<file path="src/rtl/nn_fixed_pkg.sv">
// Shared Q4.12 fixed-point types, limits and the MAC neuron FSM state encoding.
package nn_fixed_pkg;

   localparam int unsigned FRAC_BITS = 12;

   typedef logic signed [15:0] q4_12_t;

   localparam q4_12_t Q_MAX = 16'sh7FFF;
   localparam q4_12_t Q_MIN = 16'sh8000;

   typedef enum logic [1:0] {
      ST_IDLE,
      ST_ACCUM,
      ST_FINISH,
      ST_OUTPUT
   } mac_state_e;

endpackage

</file>
<file path="src/rtl/neuron_mac_q_round_sat.sv">
// q_round_sat: combinational round, shift and clamp of a Q.24 accumulator to Q4.12.
// NEURON_MAC_ROUND_EN selects round-half-up; otherwise truncation toward -inf.
module q_round_sat
   import nn_fixed_pkg::*;
#(
   parameter int unsigned ACC_W = 40
) (
   input  logic signed [ACC_W-1:0] acc_i,
   output q4_12_t                  z_o,
   output logic                    sat_o
);

`ifdef NEURON_MAC_ROUND_EN
   localparam logic signed [ACC_W:0] RND =
      {{(ACC_W + 1 - FRAC_BITS){1'b0}}, 1'b1, {(FRAC_BITS - 1){1'b0}}};
`else
   localparam logic signed [ACC_W:0] RND = '0;
`endif

   localparam logic signed [ACC_W:0] HI = (ACC_W + 1)'(Q_MAX);
   localparam logic signed [ACC_W:0] LO = (ACC_W + 1)'(Q_MIN);

   logic signed [ACC_W:0] sum_w;
   logic signed [ACC_W:0] shift_w;

   // One guard bit keeps the rounding add from wrapping at the accumulator edge.
   always_comb begin
      sum_w   = $signed({acc_i[ACC_W-1], acc_i}) + RND;
      shift_w = sum_w >>> FRAC_BITS;
      z_o     = shift_w[15:0];
      sat_o   = 1'b0;
      if (shift_w > HI) begin
         z_o   = Q_MAX;
         sat_o = 1'b1;
      end else if (shift_w < LO) begin
         z_o   = Q_MIN;
         sat_o = 1'b1;
      end
   end

endmodule

</file>
<file path="src/rtl/neuron_mac.sv">
// Sequential multiply-accumulate neuron: N Q4.12 x/w pairs plus bias -> Q4.12 z.
// Output rounding mode follows NEURON_MAC_ROUND_EN (see q_round_sat).
module neuron_mac
   import nn_fixed_pkg::*;
#(
   parameter int unsigned N_INPUTS = 8,
   parameter int unsigned ACC_W    = 40
) (
   input  logic   clk,
   input  logic   rst_n,
   input  logic   start,
   input  q4_12_t bias,
   input  logic   in_valid,
   output logic   in_ready,
   input  q4_12_t x_in,
   input  q4_12_t w_in,
   output logic   out_valid,
   input  logic   out_ready,
   output q4_12_t z,
   output logic   sat,
   output logic   busy
);

   localparam int unsigned      CNT_W    = (N_INPUTS > 1) ? $clog2(N_INPUTS) : 1;
   localparam logic [CNT_W-1:0] CNT_LAST = CNT_W'(N_INPUTS - 1);

   mac_state_e               state_q, state_d;
   logic signed [ACC_W-1:0]  acc_q, acc_d;
   logic [CNT_W-1:0]         cnt_q, cnt_d;
   q4_12_t                   z_q, z_d;
   logic                     sat_q, sat_d;

   logic signed [31:0]       prod;
   q4_12_t                   rs_z;
   logic                     rs_sat;

   assign prod = x_in * w_in;

   q_round_sat #(
      .ACC_W (ACC_W)
   ) u_round_sat (
      .acc_i (acc_q),
      .z_o   (rs_z),
      .sat_o (rs_sat)
   );

   always_comb begin
      state_d = state_q;
      acc_d   = acc_q;
      cnt_d   = cnt_q;
      z_d     = z_q;
      sat_d   = sat_q;
      case (state_q)
         ST_IDLE: begin
            if (start) begin
               acc_d   = ACC_W'(bias) <<< FRAC_BITS;
               cnt_d   = '0;
               state_d = ST_ACCUM;
            end
         end
         ST_ACCUM: begin
            if (in_valid) begin
               acc_d = acc_q + ACC_W'(prod);
               cnt_d = cnt_q + CNT_W'(1);
               if (cnt_q == CNT_LAST) begin
                  state_d = ST_FINISH;
               end
            end
         end
         ST_FINISH: begin
            z_d     = rs_z;
            sat_d   = rs_sat;
            state_d = ST_OUTPUT;
         end
         ST_OUTPUT: begin
            if (out_ready) begin
               state_d = ST_IDLE;
            end
         end
         default: state_d = ST_IDLE;
      endcase
   end

   always_ff @(posedge clk or negedge rst_n) begin
      if (!rst_n) begin
         state_q <= ST_IDLE;
         acc_q   <= '0;
         cnt_q   <= '0;
         z_q     <= '0;
         sat_q   <= 1'b0;
      end else begin
         state_q <= state_d;
         acc_q   <= acc_d;
         cnt_q   <= cnt_d;
         z_q     <= z_d;
         sat_q   <= sat_d;
      end
   end

   assign in_ready  = (state_q == ST_ACCUM);
   assign out_valid = (state_q == ST_OUTPUT);
   assign busy      = (state_q != ST_IDLE);
   assign z         = z_q;
   assign sat       = sat_q;

endmodule

</file>
<file path="config.mk">
export PLATFORM = sky130hd
export DESIGN_NAME = neuron_mac
export DESIGN_NICKNAME = d
export VERILOG_FILES = /design/src/rtl/nn_fixed_pkg.sv /design/src/rtl/neuron_mac_q_round_sat.sv /design/src/rtl/neuron_mac.sv
export SDC_FILE = /design/constraint.sdc
export NUM_CORES = 1
export LEC_CHECK = 0
export CELL_PAD_IN_SITES_DETAIL_PLACEMENT = 1
export CELL_PAD_IN_SITES_GLOBAL_PLACEMENT = 2
export CORE_MARGIN = 3
export CORE_UTILIZATION = 47
export CTS_CLUSTER_DIAMETER = 120
export DETAILED_ROUTE_END_ITERATION = 10
export DONT_BUFFER_PORTS = 1
export PLACE_DENSITY_LB_ADDON = 0.15
export SYNTH_ARGS = -nofsm -noshare
export SYNTH_HDL_FRONTEND = slang
export SYNTH_HIERARCHICAL = 1
export SYNTH_SLANG_ARGS = --single-unit
</file>
<file path="constraint.sdc">
create_clock -name clk -period 8.65 [get_ports clk]
set_input_delay 0.865 -clock clk [delete_from_list [all_inputs] [get_ports clk]]
set_output_delay 0.865 -clock clk [all_outputs]
set_load 0.02 [all_outputs]
</file>
# Yosys cells after proc, flatten, opt, wreduce, memory -nomap -nowiden
# Index checks and enable logic that the tools add are counted.
dict set report word_totals {
  reg_bits 62
  latchBits 0
  ramBits 0
  romBits 0
  n_memories 0
}
dict set report classes {
  addsub 2
  mul 1
  div_mod_pow 0
  n_lt_le_gt_ge 2
  eq_ne 8
  shifts 0
  muxes 15
  bitwise 0
  reduce_logical 5
}
# operator n
set op_table {}
lappend op_table {{$mux 40} 2}
lappend op_table {{$pmux 40 s2} 1}
lappend op_table {{$add 40x32->40} 1}
lappend op_table {{$mul 16x16->32} 1}
lappend op_table {{$mux 16} 2}
lappend op_table {{$gt 28x16->1 const B} 1}
lappend op_table {{$lt 28x16->1 const B} 1}
lappend op_table {{$mux 2} 4}
lappend op_table {{$pmux 2 s4} 1}
lappend op_table {{$mux 3} 2}
lappend op_table {{$pmux 3 s2} 1}
lappend op_table {{$eq 2x2->1 const B} 2}
lappend op_table {{$ne 2x1->1 const B} 2}
lappend op_table {{$ne 2x2->1 const B} 2}
lappend op_table {{$reduce_and 4->1} 1}
lappend op_table {{$reduce_bool 2->1} 2}
lappend op_table {{$add 3x1->3 const B} 1}
lappend op_table {{$eq 3x3->1 const B} 1}
lappend op_table {{$reduce_and 3->1} 1}
lappend op_table {{$eq 2x1->1 const B} 1}
lappend op_table {{$logic_not 2->1} 1}
lappend op_table {{$mux 1} 2}

# Logic depth before layout (Yosys ltp)
# Gate-level depths: netlist of the first run.
dict set report depth {
  word_depth 4
  ltp_mapped 24
  mapped_depth_nobuf 23
}

# Modules after synthesis
# The synthesis of the first run kept the hierarchy.
# module n_inst cells_per_inst area_each_um2
set modules_own_cells {}
lappend modules_own_cells {neuron_mac 1 1585 14868.0}
lappend modules_own_cells {q_round_sat 1 27 216.5}

# Least setup slack after synthesis of the first run
# OpenSTA, ideal clock, no wires.
dict set report synth_timing {
  path_kind {input-to-reg}
  startpoint {input port x_in[15]}
  endpoint {register acc_q[39]}
  setup_ns 0.131
  arrival_time_ns 6.523
  t_required_ns 8.519
  setup_slack_ns 1.996
  stages 24
  path_buffers 2
  cell_sequence {clkbuf_1 nand2_1 inv_1 fa_1 fa_1 inv_1 fa_1 inv_1 fa_1 fa_1 inv_1 fa_1 inv_1 ha_1 buf_2 a2111oi_0 o21ai_1 o2111ai_1 nand2_1 a21o_1 a21o_1 a211oi_2 mux2i_1 nand2_1}
}
dict set report synth_between {
  elab_chain_len 4
}
# element line_no
set synth_lines {}
lappend synth_lines {{from (decl)} neuron_mac.sv:15} ;# input q4_12_t x_in,
lappend synth_lines {{$mul 16x16->32} neuron_mac.sv:37} ;# assign prod = x_in * w_in;
lappend synth_lines {{$add 40x32->40} neuron_mac.sv:63} ;# acc_d = acc_q + ACC_W'(prod);
lappend synth_lines {{$mux 40} neuron_mac.sv:62} ;# if (in_valid) begin
lappend synth_lines {{$pmux 40 s2} neuron_mac.sv:53} ;# case (state_q)
lappend synth_lines {{to (signal assigned)} neuron_mac.sv:87} ;# acc_q <= '0;
lappend synth_lines {{to (signal assigned)} neuron_mac.sv:93} ;# acc_q <= acc_d;
lappend synth_lines {{to (decl)} neuron_mac.sv:28} ;# logic signed [ACC_W-1:0] acc_q, acc_d;
# Every way passes these cells. The select of a mux whose other input is x is not followed.
# A chain may end at the register's enable or synchronous reset.

# Final worst setup path of the first run
dict set report layout_timing {
  startpoint {input port w_in[1]}
  endpoint {register acc_q[38]}
}
dict set report layout_between {
  elab_chain_len 4
}
# element line_no
set layout_lines {}
lappend layout_lines {{from (decl)} neuron_mac.sv:16} ;# input q4_12_t w_in,
lappend layout_lines {{$mul 16x16->32} neuron_mac.sv:37}
lappend layout_lines {{$add 40x32->40} neuron_mac.sv:63}
lappend layout_lines {{$mux 40} neuron_mac.sv:62}
lappend layout_lines {{$pmux 40 s2} neuron_mac.sv:53}
# Every way passes these cells. The select of a mux whose other input is x is not followed.

==> out/qor.yml, run 1 <==
run_status:
  status: "finished clean"
timing:
  fin_tns_setup_ns: 0
  setup_ws_ns: 2.07
  hold_slack_ns: 0.228
  relSlewSlack: 0.451
  worst_pin_slew_ns: 0.822
  setup_viol: 0
  final.period_utilization: 0.761
  hold_viol: 0
  max_freq_ghz: 0.152
  fin_crit_ns: 6.58
  rsz0062_at_grt: "false"
  clock_skew_ns: 0.00526
  drv_slew: 0
critical_path:
  critPathMaxFanout: 16
  critical_path_class: "input pin to flip-flop"
  endpoint_kind: "flip-flop"
  worstRegToRegCells: 18
  critPathArrivalTime_ns: 6.83
  crit_path_start_kind: "input pin"
  required_ns: 8.89
clock_network:
  cts_buffers: 9
  cts_setup_buffers: 0
  tritoncts: "built"
  clkSinkCount: 62
  path_clk_slew_ns: 0.05
  htreeDepth: 3
  ctsHoldBuffers: 0
  cts_resized: 0
  clk_path_buf_depth: 2
  clkLatencyLatePin_ns: 0.33
  cts_root_buf: "clkbuf_16"
routing:
  dr.first_iter.drc_count: 409
  wirelength_mm: 38.0
  drc: 0
  ant_nets: 0
  vias_per_cell: 5.28
  num_vias: 10400
  dr.pass1.iters: 4
  drt-wirelength-per-cell_um: 19.2
yosys:
  synthArstFlopShare: 1.00
  syn-num-nets: 2117
  synth_top_area_share: 0.438
  synth-compound-area-share: 0.0829
  synth_simple_gate_area_frac: 0.119
  syn_inst: 1612
  synth_top_family_by_area: "adder cells"
  synth.distinct_cells: 52
  ys.flop_type: "dfrtp_1"
  yosysSeqAreaShare: 0.103
  yosys-mux-area-fraction: 0.0140
  synth_edf_count: 0
  synth_xor_area_frac: 0.0221
  syn_avg_cell_area_sq_um: 9.36
  ys_seq_elements: 62
  yosysWarningCount: 6
  yosysTopAreaCell: "fa_1"
  synth_area_leaders: "fa_1 44%, inv_1 10%, dfrtp_1 10%"
  synth_area_sq_um: 15100
  yosys.area_share.adder: 0.539
placed_design:
  place_ws_ns: 1.69
  post-dp-hpwl_mm: 32.7
  gp_congestion: 0.806
  numPortBuffers: 0
finish:
  final_layout_size_suffix_gt1_frac: 0.0336
  n_fill_cell: 3571
  antennaDiodeCount: 0
  area_delta_synth_final_pct: 4.01
  num-nets-final: 2080
  multi_input_area_sq_um: 11700
  final-seq-area_sq_um: 1550
floorplan:
  dieArea_sq_um: 34300
  io_pins: 73
  initial_utilization: 0.486
  coreArea_sq_um: 31100
  num_rows: 64
  die_w_um: 185
  die_y_um: 185
global_routing:
  antenna_found_initial: 0
  met2_usage: 0.439
  grt_max_degree: 63
  track_usage: 0.237
  grt_pass1_vias: 12000
  met1_usage: 0.315
  grt_pass1_wl_mm: 63.7
  grt_overflow: 0
  use_met3: 0.0169
  grt_most_used_layer: "met2"
run:
  max-cap-violations: 0
worst_hold_path:
  hold_class: "input pin to asynchronous set/reset pin"
## through the flow
stage	util	area [sq um]	instances
4_1_cts	0.505	15700	1975
2_1_floorplan	-	15100	1612
5_1_grt	0.505	15700	1975
6_report	0.505	15700	1975
3_5_place_dp	0.496	15400	1960
3_3_place_gp	0.496	15400	1960
## cell usage after synthesis, types with 12 or more instances
library cell and n:
inv_1 420, fa_1 330, nand2_1 175, ha_1 122, and2_1 113, dfrtp_1 62
o21ai_0 44, clkbuf_1 43, a21oi_1 40, nor2_1 38, a21o_1 27, xnor2_1 25
mux2_2 17, xor2_1 13, a31oi_1 12, o22ai_1 12
## path summary, 6_finish.rpt
path	from	to	slack, ns
min in group clk	acc_q[6]	acc_q[6]	0.50
max	w_in[1]	acc_q[38]	2.07
min	rst_n	state_q[1]	0.23
max in group asynchronous	rst_n	acc_q[3]	8.31
min reg2reg	acc_q[6]	acc_q[6]	0.50
max reg2reg	acc_q[15]	acc_q[39]	3.08
## placed cells by master, fill, tap and decap left out, drive strengths merged, types with 25 or more instances in the layout
master	instances
nor2	38
a21o	32
fa	330
a21oi	40
xnor2	25
nand2	175
ha	122
inv	420
o21ai	52
dfrtp	62
and2	113
## worst max-delay path: stages
cell       delay, ns
nand2_1         0.13
inv_1           0.08
fa_1            0.77
fa_1            0.45
inv_1           0.33
fa_1            0.49
inv_1           0.09
fa_1            0.41
fa_1            0.49
inv_1           0.05
fa_1            0.49
inv_1           0.05
ha_1            0.43
nand4_1         0.18
or3_1           0.41
nor2_1          0.17
o2bb2ai_1       0.14
a21oi_1         0.08
a31oi_1         0.28
a31oi_1         0.14
xor2_1          0.15
o21ai_0         0.15
## metal layers
metal  vias to the layer above  wire [um]
li1                       4772          -
met1                      5532      16200
met2                       109      20500
met3                        24        859
met4                         0        344
met5                         -          0
## registers in the layout (all words and copies together) (netlist names)
register / cells
sat: 1
cnt_q: 3
acc_q: 40
z: 16
state_q: 2
## layout make-up
class,instances,area share
Clock buffer,11,0.0161
Clock inverter,4,0.00144
Inverter,420,0.100
Multi-Input combinational cell,1075,0.748
Sequential cell,62,0.0989
Tap cell,396,0.0316
Timing Repair Buffer,7,0.00335
## cell families after synthesis
group | after synthesis
buffers and inverters | 475
multiplexers | 19
AND/OR/NAND/NOR | 375
XOR/XNOR | 38
flip-flops | 62
adder cells (fa/ha/maj) | 452
AO/OA/AOI/OAI | 191
Power of run 1 is not shown: default switching activity piles up to over one toggle a cycle in this logic, so the estimate is an artifact.
==> run 2: changes to the inputs <==
--- a/config.mk
+++ b/config.mk
@@ -8,7 +8,7 @@
 export CELL_PAD_IN_SITES_DETAIL_PLACEMENT = 1
 export CELL_PAD_IN_SITES_GLOBAL_PLACEMENT = 2
 export CORE_MARGIN = 3
-export CORE_UTILIZATION = 47
+export CORE_UTILIZATION = 43
 export CTS_CLUSTER_DIAMETER = 120
 export DETAILED_ROUTE_END_ITERATION = 10
 export DONT_BUFFER_PORTS = 1
==> constraint.sdc (replaced) <==
create_clock -name clk -period 6.1 [get_ports clk]
set_input_delay 0.61 -clock clk [delete_from_list [all_inputs] [get_ports clk]]
set_output_delay 0.61 -clock clk [all_outputs]
set_load 0.02 [all_outputs]
==> run 2 against run 1 <==
  * Routed wire length up 8.8%
  * Sequential cell count unchanged
  * Register-to-register slack worse by 2.3 ns
  * Critical path depth down 1
  * Final cell count up 7.1%
  * Via count up 3.8%
  * Global-route usage down 0.70 points
  * Non-clock buffer count up 88
  * Clock-buffer cell count unchanged
  * Critical path type unchanged
  * Critical endpoint is now acc_q[39]
==> out/qor.yml, run 2 (synthesis results as in run 1) <==
placed_design:
  numPortBuffers: 0  # unchanged
  post-dp-hpwl_mm: 35.8  # was 32.7 mm
  gp_congestion: 0.833  # was 0.806
finish:
  final_layout_size_suffix_gt1_frac: 0.113  # was 0.0336
  final-seq-area_sq_um: 1550  # unchanged
  multi_input_area_sq_um: 12000  # was 11,700 sq um
  final_cell_mix: "415 x inv_1, 327 x fa_1, 172 x nand2_1"  # was 420 x inv_1, 330 x fa_1, 175 x nand2_1
  final_common_cell: "inv_1"  # unchanged
  largest_reg_flops: 40  # unchanged
  regMostFlops: "acc_q"  # unchanged
  area_delta_synth_final_pct: 11.3  # was 4.01%
  num-nets-final: 2168  # was 2,080
  antennaDiodeCount: 0  # unchanged
  n_fill_cell: 3965  # was 3,571
routing:
  dr_wl_met3_mm: 1.22  # was 859 um
  drt-wirelength-per-cell_um: 19.5  # was 19.2 um
  top_layer: "met4"  # unchanged
  met1Wirelength_mm: 18.3  # was 16.2 mm
  wirelength_mm: 41.3  # was 38.0 mm
  ant_nets: 0  # unchanged
  dr.first_iter.drc_count: 358  # was 409
  dr.pass1.iters: 6  # was 4
  vias_per_cell: 5.12  # was 5.28
  num_vias: 10800  # was 10.4k
  wl_met2_mm: 21.3  # was 20.5 mm
  drc: 0  # unchanged
clock_network:
  clkSinkCount: 62  # unchanged
  cts_root_buf: "clkbuf_16"  # unchanged
  cts_buffers: 9  # unchanged
  htreeDepth: 3  # unchanged
  tritoncts: "built"  # unchanged
  clkLatencyLatePin_ns: 0.32  # was 0.33 ns
  path_clk_slew_ns: 0.05  # about the same
  clk_path_buf_depth: 2  # unchanged
timing:
  clock_skew_ns: 0.00892  # was 0.00526 ns
  setup_viol: 0  # unchanged
  hold_slack_ns: 0.162  # was 0.228 ns
  hold_viol: 0  # unchanged
  fin_crit_ns: 5.94
  drv_slew: 0  # unchanged
  final.period_utilization: 0.973
  relSlewSlack: 0.301  # was 0.451
  max_freq_ghz: 0.168
  rsz0062_at_grt: "true"  # was false
  worst_pin_slew_ns: 1.04  # was 0.822 ns
floorplan:
  coreArea_sq_um: 34000  # was 31,100 sq um
  io_pins: 73  # unchanged
  dieArea_sq_um: 37400  # was 34,300 sq um
  num_rows: 67  # was 64
  die_y_um: 193  # was 185 um
  initial_utilization: 0.443  # was 0.486
  die_w_um: 193  # was 185 um
critical_path:
  endpoint_kind: "flip-flop"  # unchanged
  max_stage_delay_ns: 0.63  # was 0.77 ns
  crit_chain: "and2_4 > fa_2 > fa_1 > clkinv_4 > fa_1 > inv_1 > fa_1 > fa_1 > inv_1 > fa_1 > inv_1 > ha_4 > a2111oi_4 > o21ai_1 > o2111ai_2 > nand2_1 > a21o_1 > a21o_1 > a211oi_2 > mux2i_1 > nand2_1"  # was nand2_1 > inv_1 > fa_1 > fa_1 > inv_1 > fa_1 > inv_1 > fa_1 > fa_1 > inv_1 > fa_1 > inv_1 > ha_1 > nand4_1 > or3_1 > nor2_1 > o2bb2ai_1 > a21oi_1 > a31oi_1 > a31oi_1 > xor2_1 > o21ai_0
  path_common_cell: "fa_1"  # unchanged
  crit_path_start_kind: "input pin"  # unchanged
  crit_slowest_cell: "fa_1"  # unchanged
  required_ns: 6.30  # was 8.89 ns
  critical_path_class: "input pin to flip-flop"  # unchanged
  critPathArrivalTime_ns: 6.14  # was 6.83 ns
  critPathMaxFanout: 16  # unchanged
global_routing:
  grt_max_degree: 63  # unchanged
  track_usage: 0.230  # was 0.237
  grt_pass1_wl_mm: 69.0  # was 63.7 mm
  grt_overflow: 0  # unchanged
  grt_pass1_vias: 12300  # was 12.0k
  antenna_found_initial: 0  # unchanged
run_status:
  status: "finished clean"  # unchanged
run:
  max-cap-violations: 0  # unchanged
worst_hold_path:
  hold_class: "input pin to asynchronous set/reset pin"  # unchanged
## run 2: changes by cell type in the layout (fill, tap and decap cells not counted), sizes merged
cell	before	now
inv	420	419
buf	7	95
bufinv	0	1
clkinvlp	1	2
## run 2: what timing repair did
| item | 4_1_cts | 5_1_grt |
|---|---|---|
| hold buffers | 1 | 0 |
| resized for setup | 0 | 47 |
| hold endpoints to repair | 62 | 0 |
| endpoints found under the setup margin | 0 | 13 |
| buffers inserted | 0 | 10 |
## run 2: metal layers
| metal | GRT usage | vias to the layer above |
|---|---|---|
| met5 | 0 | - |
| met4 | 0.0271 | 0 |
| met3 | 0.0254 | 23 |
| met2 | 0.406 | 146 |
| met1 | 0.318 | 5727 |
| li1 | - | 4941 |
## run 2: final timing paths
check,startpoint,to,slack [ns],depth (start not counted)
max,w_in[3],acc_q[39],0.16,21
min,rst_n,cnt_q[2],0.16,1
max reg2reg,acc_q[15],acc_q[39],0.74,18
min reg2reg,acc_q[7],acc_q[7],0.49,2
max in group asynchronous,rst_n,acc_q[14],5.66,1
min in group clk,acc_q[7],acc_q[7],0.49,2
## run 2: layout make-up
cell class / count / share of cell area
multi-input cells: 1075 / 0.717
clock inverters: 5 / 0.00350
inverters: 420 / 0.0942
well taps: 448 / 0.0334
repair buffers: 95 / 0.0449
clock buffers: 11 / 0.0145
flip-flops and latches: 62 / 0.0924
## run 2: worst max-delay path, delay by kind of cell
| family | cells | cell delay, ns |
|---|---|---|
| simple gates | 3 | 0.32 |
| buf+inv | 4 | 0.31 |
| compound gates | 6 | 1.23 |
| fa+ha+maj | 7 | 3.44 |
| mux | 1 | 0.20 |
## run 2: metrics by stage
step	setup TNS, ns	setup WS [ns]	instance area [sq um]	util	instances
2_1_floorplan	-0.00235	-0.00235	15200	-	1612
3_3_place_gp	-1.29	-0.224	16100	0.474	2089
3_5_place_dp	-2.10	-0.245	16100	0.474	2089
4_1_cts	0	0.0738	16500	0.484	2106
5_1_grt	-0.118	-0.0515	16800	0.493	2116
6_report	0	0.163	16800	0.493	2116
Power of run 2 is left out for the same reason.
